`config.mk`:
```
export PLATFORM = sky130hd
export DESIGN_NAME = multdiv_unit
export DESIGN_NICKNAME = d
export VERILOG_FILES = /design/src/rtl/multdiv_unit.sv
export SDC_FILE = /design/constraint.sdc
export NUM_CORES = 1
export LEC_CHECK = 0
export ABC_AREA = 0
export CORE_MARGIN = 2
export CORE_UTILIZATION = 55
export DETAILED_ROUTE_END_ITERATION = 7
export PLACE_DENSITY = 0.74
export REMOVE_ABC_BUFFERS = 1
export SYNTH_ARGS = -nofsm -noshare
export SYNTH_HDL_FRONTEND = slang
export SYNTH_SLANG_ARGS = --single-unit
```
`constraint.sdc`:
```
create_clock -name clock -period 16.66 [get_ports clock]
set_input_delay 1.666 -clock clock [delete_from_list [all_inputs] [get_ports clock]]
set_output_delay 1.666 -clock clock [all_outputs]
set_load 0.01 [all_outputs]
```
`src/rtl/multdiv_unit.sv`:
```
// multdiv_unit: iterative signed 32-bit multiply / divide unit for the execute stage.
// Multiply is a signed shift-add over ITER cycles. Divide is restoring division on
// magnitudes followed by a sign fix, with the quotient truncated toward zero.
// Optional feature: define MULTDIV_FLUSH_EN to add the i_flush abort input.
module multdiv_unit #(
    parameter int WIDTH = 32,
    parameter int ITER  = 32
) (
    input  logic             clock,
    input  logic             reset,
    input  logic             i_start,
    input  logic             i_op,
    input  logic [WIDTH-1:0] i_A,
    input  logic [WIDTH-1:0] i_B,
    input  logic [31:0]      i_insn,
`ifdef MULTDIV_FLUSH_EN
    input  logic             i_flush,
`endif
    output logic             o_busy,
    output logic [WIDTH-1:0] o_MD_O,
    output logic [31:0]      o_MD_insn,
    output logic             o_MD_rdy,
    output logic             o_MD_exc
);

    localparam int CW = (ITER > 1) ? $clog2(ITER) : 1;

    typedef enum logic [1:0] {
        S_IDLE = 2'd0,
        S_MUL  = 2'd1,
        S_DIV  = 2'd2,
        S_DONE = 2'd3
    } state_t;

    state_t              state_q, state_d;
    logic [CW-1:0]       cnt_q, cnt_d;
    logic [2*WIDTH-1:0]  mcand_q, mcand_d;   // sign-extended multiplicand, shifted left
    logic [WIDTH-1:0]    mplier_q, mplier_d; // multiplier, shifted right
    logic [2*WIDTH-1:0]  acc_q, acc_d;       // product accumulator
    logic [WIDTH-1:0]    rem_q, rem_d;       // partial remainder
    logic [WIDTH-1:0]    quo_q, quo_d;       // dividend magnitude shifting into quotient
    logic [WIDTH-1:0]    dvs_q, dvs_d;       // divisor magnitude
    logic                neg_q, neg_d;       // quotient must be negated
    logic                ovf_q, ovf_d;       // most-negative / -1 overflow
    logic [31:0]         insn_q, insn_d;
    logic                busy_q, busy_d;
    logic                rdy_q, rdy_d;
    logic [WIDTH-1:0]    md_o_q, md_o_d;
    logic [31:0]         md_insn_q, md_insn_d;
    logic                md_exc_q, md_exc_d;

    logic                flush_s;
    logic                last_s;
    logic                start_ok_s;
    logic [2*WIDTH-1:0]  mul_add_s;
    logic [2*WIDTH-1:0]  mul_acc_s;
    logic                mul_exc_s;
    logic [WIDTH:0]      rem_sh_s;
    logic                div_ge_s;
    logic [WIDTH-1:0]    div_diff_s;
    logic [WIDTH-1:0]    rem_nx_s;
    logic [WIDTH-1:0]    quo_nx_s;
    logic [WIDTH-1:0]    quo_fix_s;
    logic [WIDTH-1:0]    a_mag_s;
    logic [WIDTH-1:0]    b_mag_s;

`ifdef MULTDIV_FLUSH_EN
    assign flush_s = i_flush;
`else
    assign flush_s = 1'b0;
`endif

    // Magnitude of a two's-complement value; the most negative value maps to itself as unsigned.
    function automatic logic [WIDTH-1:0] mag(input logic [WIDTH-1:0] v);
        logic [WIDTH-1:0] r;
        if (v[WIDTH-1]) begin
            r = (~v) + {{(WIDTH-1){1'b0}}, 1'b1};
        end else begin
            r = v;
        end
        return r;
    endfunction

    // One iteration of both datapaths, evaluated from the current registers.
    always_comb begin
        last_s     = (cnt_q == CW'(ITER - 1));
        start_ok_s = i_start && ((state_q == S_IDLE) || (state_q == S_DONE));
        a_mag_s    = mag(i_A);
        b_mag_s    = mag(i_B);
        // Shift-add: the last (sign) bit of the multiplier carries negative weight.
        mul_add_s  = mplier_q[0] ? mcand_q : {(2*WIDTH){1'b0}};
        if (last_s) begin
            mul_acc_s = acc_q - mul_add_s;
        end else begin
            mul_acc_s = acc_q + mul_add_s;
        end
        mul_exc_s  = (mul_acc_s[2*WIDTH-1:WIDTH] != {WIDTH{mul_acc_s[WIDTH-1]}});
        // Restoring step: shift the next dividend bit into the remainder and try a subtract.
        rem_sh_s   = {rem_q, quo_q[WIDTH-1]};
        div_ge_s   = (rem_sh_s >= {1'b0, dvs_q});
        // Remainder stays below the divisor, so the low WIDTH bits of the difference are exact.
        div_diff_s = rem_sh_s[WIDTH-1:0] - dvs_q;
        if (div_ge_s) begin
            rem_nx_s = div_diff_s;
        end else begin
            rem_nx_s = rem_sh_s[WIDTH-1:0];
        end
        quo_nx_s   = {quo_q[WIDTH-2:0], div_ge_s};
        if (neg_q) begin
            quo_fix_s = (~quo_nx_s) + {{(WIDTH-1){1'b0}}, 1'b1};
        end else begin
            quo_fix_s = quo_nx_s;
        end
    end

    // Next-state, operand latch and result capture logic.
    always_comb begin
        state_d   = state_q;
        cnt_d     = cnt_q;
        mcand_d   = mcand_q;
        mplier_d  = mplier_q;
        acc_d     = acc_q;
        rem_d     = rem_q;
        quo_d     = quo_q;
        dvs_d     = dvs_q;
        neg_d     = neg_q;
        ovf_d     = ovf_q;
        insn_d    = insn_q;
        md_o_d    = md_o_q;
        md_insn_d = md_insn_q;
        md_exc_d  = md_exc_q;
        case (state_q)
            S_IDLE, S_DONE: begin
                if (start_ok_s) begin
                    cnt_d    = {CW{1'b0}};
                    mcand_d  = {{WIDTH{i_A[WIDTH-1]}}, i_A};
                    mplier_d = i_B;
                    acc_d    = {(2*WIDTH){1'b0}};
                    rem_d    = {WIDTH{1'b0}};
                    quo_d    = a_mag_s;
                    dvs_d    = b_mag_s;
                    neg_d    = i_A[WIDTH-1] ^ i_B[WIDTH-1];
                    ovf_d    = (i_A == {1'b1, {(WIDTH-1){1'b0}}}) && (i_B == {WIDTH{1'b1}});
                    insn_d   = i_insn;
                    if (!i_op) begin
                        state_d = S_MUL;
                    end else if (i_B == {WIDTH{1'b0}}) begin
                        // Divide by zero completes immediately without iterating.
                        state_d   = S_DONE;
                        md_o_d    = {WIDTH{1'b0}};
                        md_insn_d = i_insn;
                        md_exc_d  = 1'b1;
                    end else begin
                        state_d = S_DIV;
                    end
                end else begin
                    state_d = S_IDLE;
                end
            end
            S_MUL: begin
                if (flush_s) begin
                    state_d = S_IDLE;
                    cnt_d   = {CW{1'b0}};
                end else begin
                    acc_d    = mul_acc_s;
                    mcand_d  = {mcand_q[2*WIDTH-2:0], 1'b0};
                    mplier_d = {1'b0, mplier_q[WIDTH-1:1]};
                    if (last_s) begin
                        state_d   = S_DONE;
                        cnt_d     = {CW{1'b0}};
                        md_o_d    = mul_acc_s[WIDTH-1:0];
                        md_insn_d = insn_q;
                        md_exc_d  = mul_exc_s;
                    end else begin
                        cnt_d = cnt_q + {{(CW-1){1'b0}}, 1'b1};
                    end
                end
            end
            S_DIV: begin
                if (flush_s) begin
                    state_d = S_IDLE;
                    cnt_d   = {CW{1'b0}};
                end else begin
                    rem_d = rem_nx_s;
                    quo_d = quo_nx_s;
                    if (last_s) begin
                        state_d   = S_DONE;
                        cnt_d     = {CW{1'b0}};
                        md_o_d    = quo_fix_s;
                        md_insn_d = insn_q;
                        md_exc_d  = ovf_q;
                    end else begin
                        cnt_d = cnt_q + {{(CW-1){1'b0}}, 1'b1};
                    end
                end
            end
            default: begin
                state_d = S_IDLE;
                cnt_d   = {CW{1'b0}};
            end
        endcase
        busy_d = (state_d == S_MUL) || (state_d == S_DIV);
        rdy_d  = (state_d == S_DONE);
    end

    // State and datapath registers with asynchronous active-low reset.
    always_ff @(posedge clock or negedge reset) begin
        if (!reset) begin
            state_q   <= S_IDLE;
            cnt_q     <= {CW{1'b0}};
            mcand_q   <= {(2*WIDTH){1'b0}};
            mplier_q  <= {WIDTH{1'b0}};
            acc_q     <= {(2*WIDTH){1'b0}};
            rem_q     <= {WIDTH{1'b0}};
            quo_q     <= {WIDTH{1'b0}};
            dvs_q     <= {WIDTH{1'b0}};
            neg_q     <= 1'b0;
            ovf_q     <= 1'b0;
            insn_q    <= 32'd0;
            busy_q    <= 1'b0;
            rdy_q     <= 1'b0;
            md_o_q    <= {WIDTH{1'b0}};
            md_insn_q <= 32'd0;
            md_exc_q  <= 1'b0;
        end else begin
            state_q   <= state_d;
            cnt_q     <= cnt_d;
            mcand_q   <= mcand_d;
            mplier_q  <= mplier_d;
            acc_q     <= acc_d;
            rem_q     <= rem_d;
            quo_q     <= quo_d;
            dvs_q     <= dvs_d;
            neg_q     <= neg_d;
            ovf_q     <= ovf_d;
            insn_q    <= insn_d;
            busy_q    <= busy_d;
            rdy_q     <= rdy_d;
            md_o_q    <= md_o_d;
            md_insn_q <= md_insn_d;
            md_exc_q  <= md_exc_d;
        end
    end

    assign o_busy    = busy_q;
    assign o_MD_rdy  = rdy_q;
    assign o_MD_O    = md_o_q;
    assign o_MD_insn = md_insn_q;
    assign o_MD_exc  = md_exc_q;

endmodule

```
==> impl_metrics.yaml <==
outcome:
  status: "completed"
floorplanning:
  ioPinCount: 167
  row_count: 77
  die_height_um: 216
  die_x_um: 216
  start_util_pct: 55.9
  die_area_um2: 46900
  core_area_um2: 44400
routing:
  avgRoutedWirePerCell_um: 19.4
  drt-initial-drc-count: 2116
  drt-vias-per-instance: 6.20
  drc: 0
  totalWireLength_um: 71800
  via_count: 22900
  first_pass_iters: 6
  antenna_left: 0
finish:
  fillers: 3727
  syn2layout_area_growth_pct: 14.2
  layout-drive-gt1-share_pct: 4.51
  design_area_um2: 28400
  fin_cells: 3698
  nets: 3281
  seq_area_um2: 9110
  utilization_pct: 63.9
  multi_input_area_um2: 14900
timing:
  finalMaxSlewViolations: 0
  rsz0062_at_grt: "false"
  fin_crit_ns: 7.00
  setup-violations-final: 0
  tns_ns: 0
  layout_setup_ws_ns: 9.66
  hold_violations: 0
  fmaxAchievable_mhz: 143
  worst_pin_slew_ns: 1.22
  fin_hold_ws_ns: 0.472
  clock_skew_ns: 0.0179
  slew_headroom_pct: 18.7
  fin_crit_sh_pct: 42.0
pwr:
  total_power_mw: 6.61
  p_clk_share_pct: 14.9
  total_leakage_power_nw: 12.7
  switchingPower_mw: 3.27
  p_comb_share_pct: 61.2
  power_frac_seq_pct: 23.9
  peakVddDrop_v: 0.000195
  intPower_mw: 3.34
  switching_share_pct: 49.5
  p_per_area_nw_per_um2: 233
clocking:
  hold_buffers: 0
  cts_buffers: 43
  clock-root-buffer: "clkbuf_16"
  h-tree-depth: 2
  cts_max_path_buffers: 3
  clock_sinks: 364
  cts.clk_slew.worst_paths_ns: 0.07
  clock_latency_ns: 0.59
  cts_setup_buffers: 0
  cts_tree: "yes"
  postCtsResizedCells: 0
setup_path:
  path_delay_family: "compound AO/OA/AOI/OAI gates"
  crit_buf_inv: 0
  critical_path_class: "flip-flop to flip-flop"
  critPathLaunchType: "flip-flop"
  worstPathRequired_ns: 17.11
  crit_path_top_delay_cell: "o41ai_2"
  worstPathArrival_ns: 7.45
  worst-path-max-fanout: 9
  cp-end-kind: "flip-flop"
  crit_chain: "or3_4 > or3_4 > nor3_2 > nand3b_1 > o41ai_2 > and3_1 > and3_1 > a21oi_1 > xor2_1 > ha_1 > a21o_1 > a21o_1 > a21oi_1 > a21o_1 > a21oi_1 > a211oi_1 > mux2_2 > a311oi_1 > nand4_1 > or4_1 > mux2i_1 > a41oi_1"
  max_stage_delay_ns: 0.66
place:
  dp_slack_ns: 9.79
  port_buffers: 166
  dp_cells: 3621
  dpl_cell_area_um2: 26900
  place_congestion: 0.967
  dp.final_hpwl_um: 51300
job:
  drv_cap: 0
synthesis:
  synth-seq-cells: 364
  synth_cell_types: 82
  synth.most_common_cell: "nand2_1"
  netlist_area_um2: 24800
  synthCells: 3006
  synth_edf_count: 0
  syn_avg_cell_area_um2: 8.26
  synth_warnings: 0
  synth_top_cells_by_area: "dfrtp_1, nand2_1, o21ai_0"
  synth_commonest_cells: "nand2_1, dfrtp_1, o21ai_0, a21oi_1, nor2_1"
  synth_top_area_share_pct: 36.7
  async_flop_share_pct: 100
  seq_area_frac_synth_pct: 36.7
  synth-main-ff-cell: "dfrtp_1"
  synth_top_area_cell: "dfrtp_1"
hold_path:
  min_path_type: "flip-flop to flip-flop"
global_routing:
  antenna_found_initial: 3
  grt_max_degree: 99
  grt_pass1_vias: 22000
  grt_remaining_overflow: 0
  grt_pass1_wl_um: 116000
  track_usage_pct: 30.4
-- power by group through the flow --
stage	combinational, mW	sequential (mW)	clock (mW)
floorplan	2.97	1.51	0
global placement	3.89	1.56	0
detailed placement	3.96	1.58	0
CTS	3.99	1.57	1.00
global route	4.47	1.62	1.04
finish	4.04	1.58	0.987
-- worst paths after layout --
| path | slack [ns] | start | cells past startpoint | end |
|---|---|---|---|---|
| min reg2reg | 0.47 | insn_q[4]$_DFFE_PN0P_ | 2 | insn_q[4]$_DFFE_PN0P_ |
| min in group asynchronous | 1.03 | reset | 1 | mplier_q[6]$_DFFE_PN0P_ |
| max in group asynchronous | 13.27 | reset | 3 | mcand_q[21]$_DFFE_PN0P_ |
| min | 0.47 | insn_q[4]$_DFFE_PN0P_ | 2 | insn_q[4]$_DFFE_PN0P_ |
| max | 9.66 | mcand_q[4]$_DFFE_PN0P_ | 22 | o_MD_exc$_DFFE_PN0P_ |
| max reg2reg | 9.66 | mcand_q[4]$_DFFE_PN0P_ | 22 | o_MD_exc$_DFFE_PN0P_ |
-- routing by layer --
metal  wire, um  vias up  track usage (%)
li1           -    10900                -
met1      32600    11100             43.3
met2      32100      835             47.0
met3       5230      130             5.46
met4       1860        2             9.34
met5         12        -                0
-- cells in the final DEF (no fill, tap or decap), drive strengths merged, types with 30 or more instances in the layout --
master,netlist,final
nand2,559,559
dfrtp,364,364
o21ai,353,353
a21oi,187,187
nor2,186,186
clkdlybuf4s50,0,165
xor2,116,116
mux2i,114,114
ha,105,105
inv,77,78
xnor2,74,74
nand3,60,60
clkbuf,148,58
a21o,52,52
a22o,37,37
nor3,37,37
a221o,36,36
nand4,34,34
o31ai,33,33
nor2b,31,31
or3,30,30
-- tightest hold or removal path: cells and delay by family, from the launching register on --
| kind | cells | cell delay [ns] |
|---|---|---|
| flip-flops | 1 | 0.34 |
| AND/OR/NAND/NOR | 2 | 0.10 |
-- final cells by class --
class,count,share of cell area [%]
Antenna cell,2,0.0176
Tap cell,592,2.61
Inverter,78,1.03
Timing Repair Buffer,194,6.62
Multi-Input combinational cell,2393,52.4
Sequential cell,364,32.1
Clock buffer,58,4.24
Clock inverter,17,0.913
-- sequential cells by signal, summed over array words and instances (netlist names) --
| name | cells |
|---|---|
| acc_q | 64 |
| mcand_q | 64 |
| dvs_q | 32 |
| insn_q | 32 |
| mplier_q | 32 |
| o_MD_O | 32 |
| o_MD_insn | 32 |
| quo_q | 32 |
| rem_q | 32 |
| cnt_q | 5 |
| state_q | 2 |
| neg_q | 1 |
| o_MD_exc | 1 |
| o_MD_rdy | 1 |
| o_busy | 1 |
| ovf_q | 1 |
-- kinds of logic (layout without fill, tap and decap cells) --
| logic type | Yosys count | count (layout) | synth area share [%] |
|---|---|---|---|
| simple gates | 1077 | 1077 | 19.7 |
| compound gates | 901 | 901 | 22.9 |
| flops | 364 | 364 | 36.7 |
| buf+inv | 249 | 347 | 3.77 |
| xor+xnor | 190 | 190 | 6.70 |
| mux | 118 | 118 | 4.78 |
| fa+ha+maj | 107 | 107 | 5.45 |
| other cells | 0 | 2 | 0 |
(Power assumes the default switching activity.)
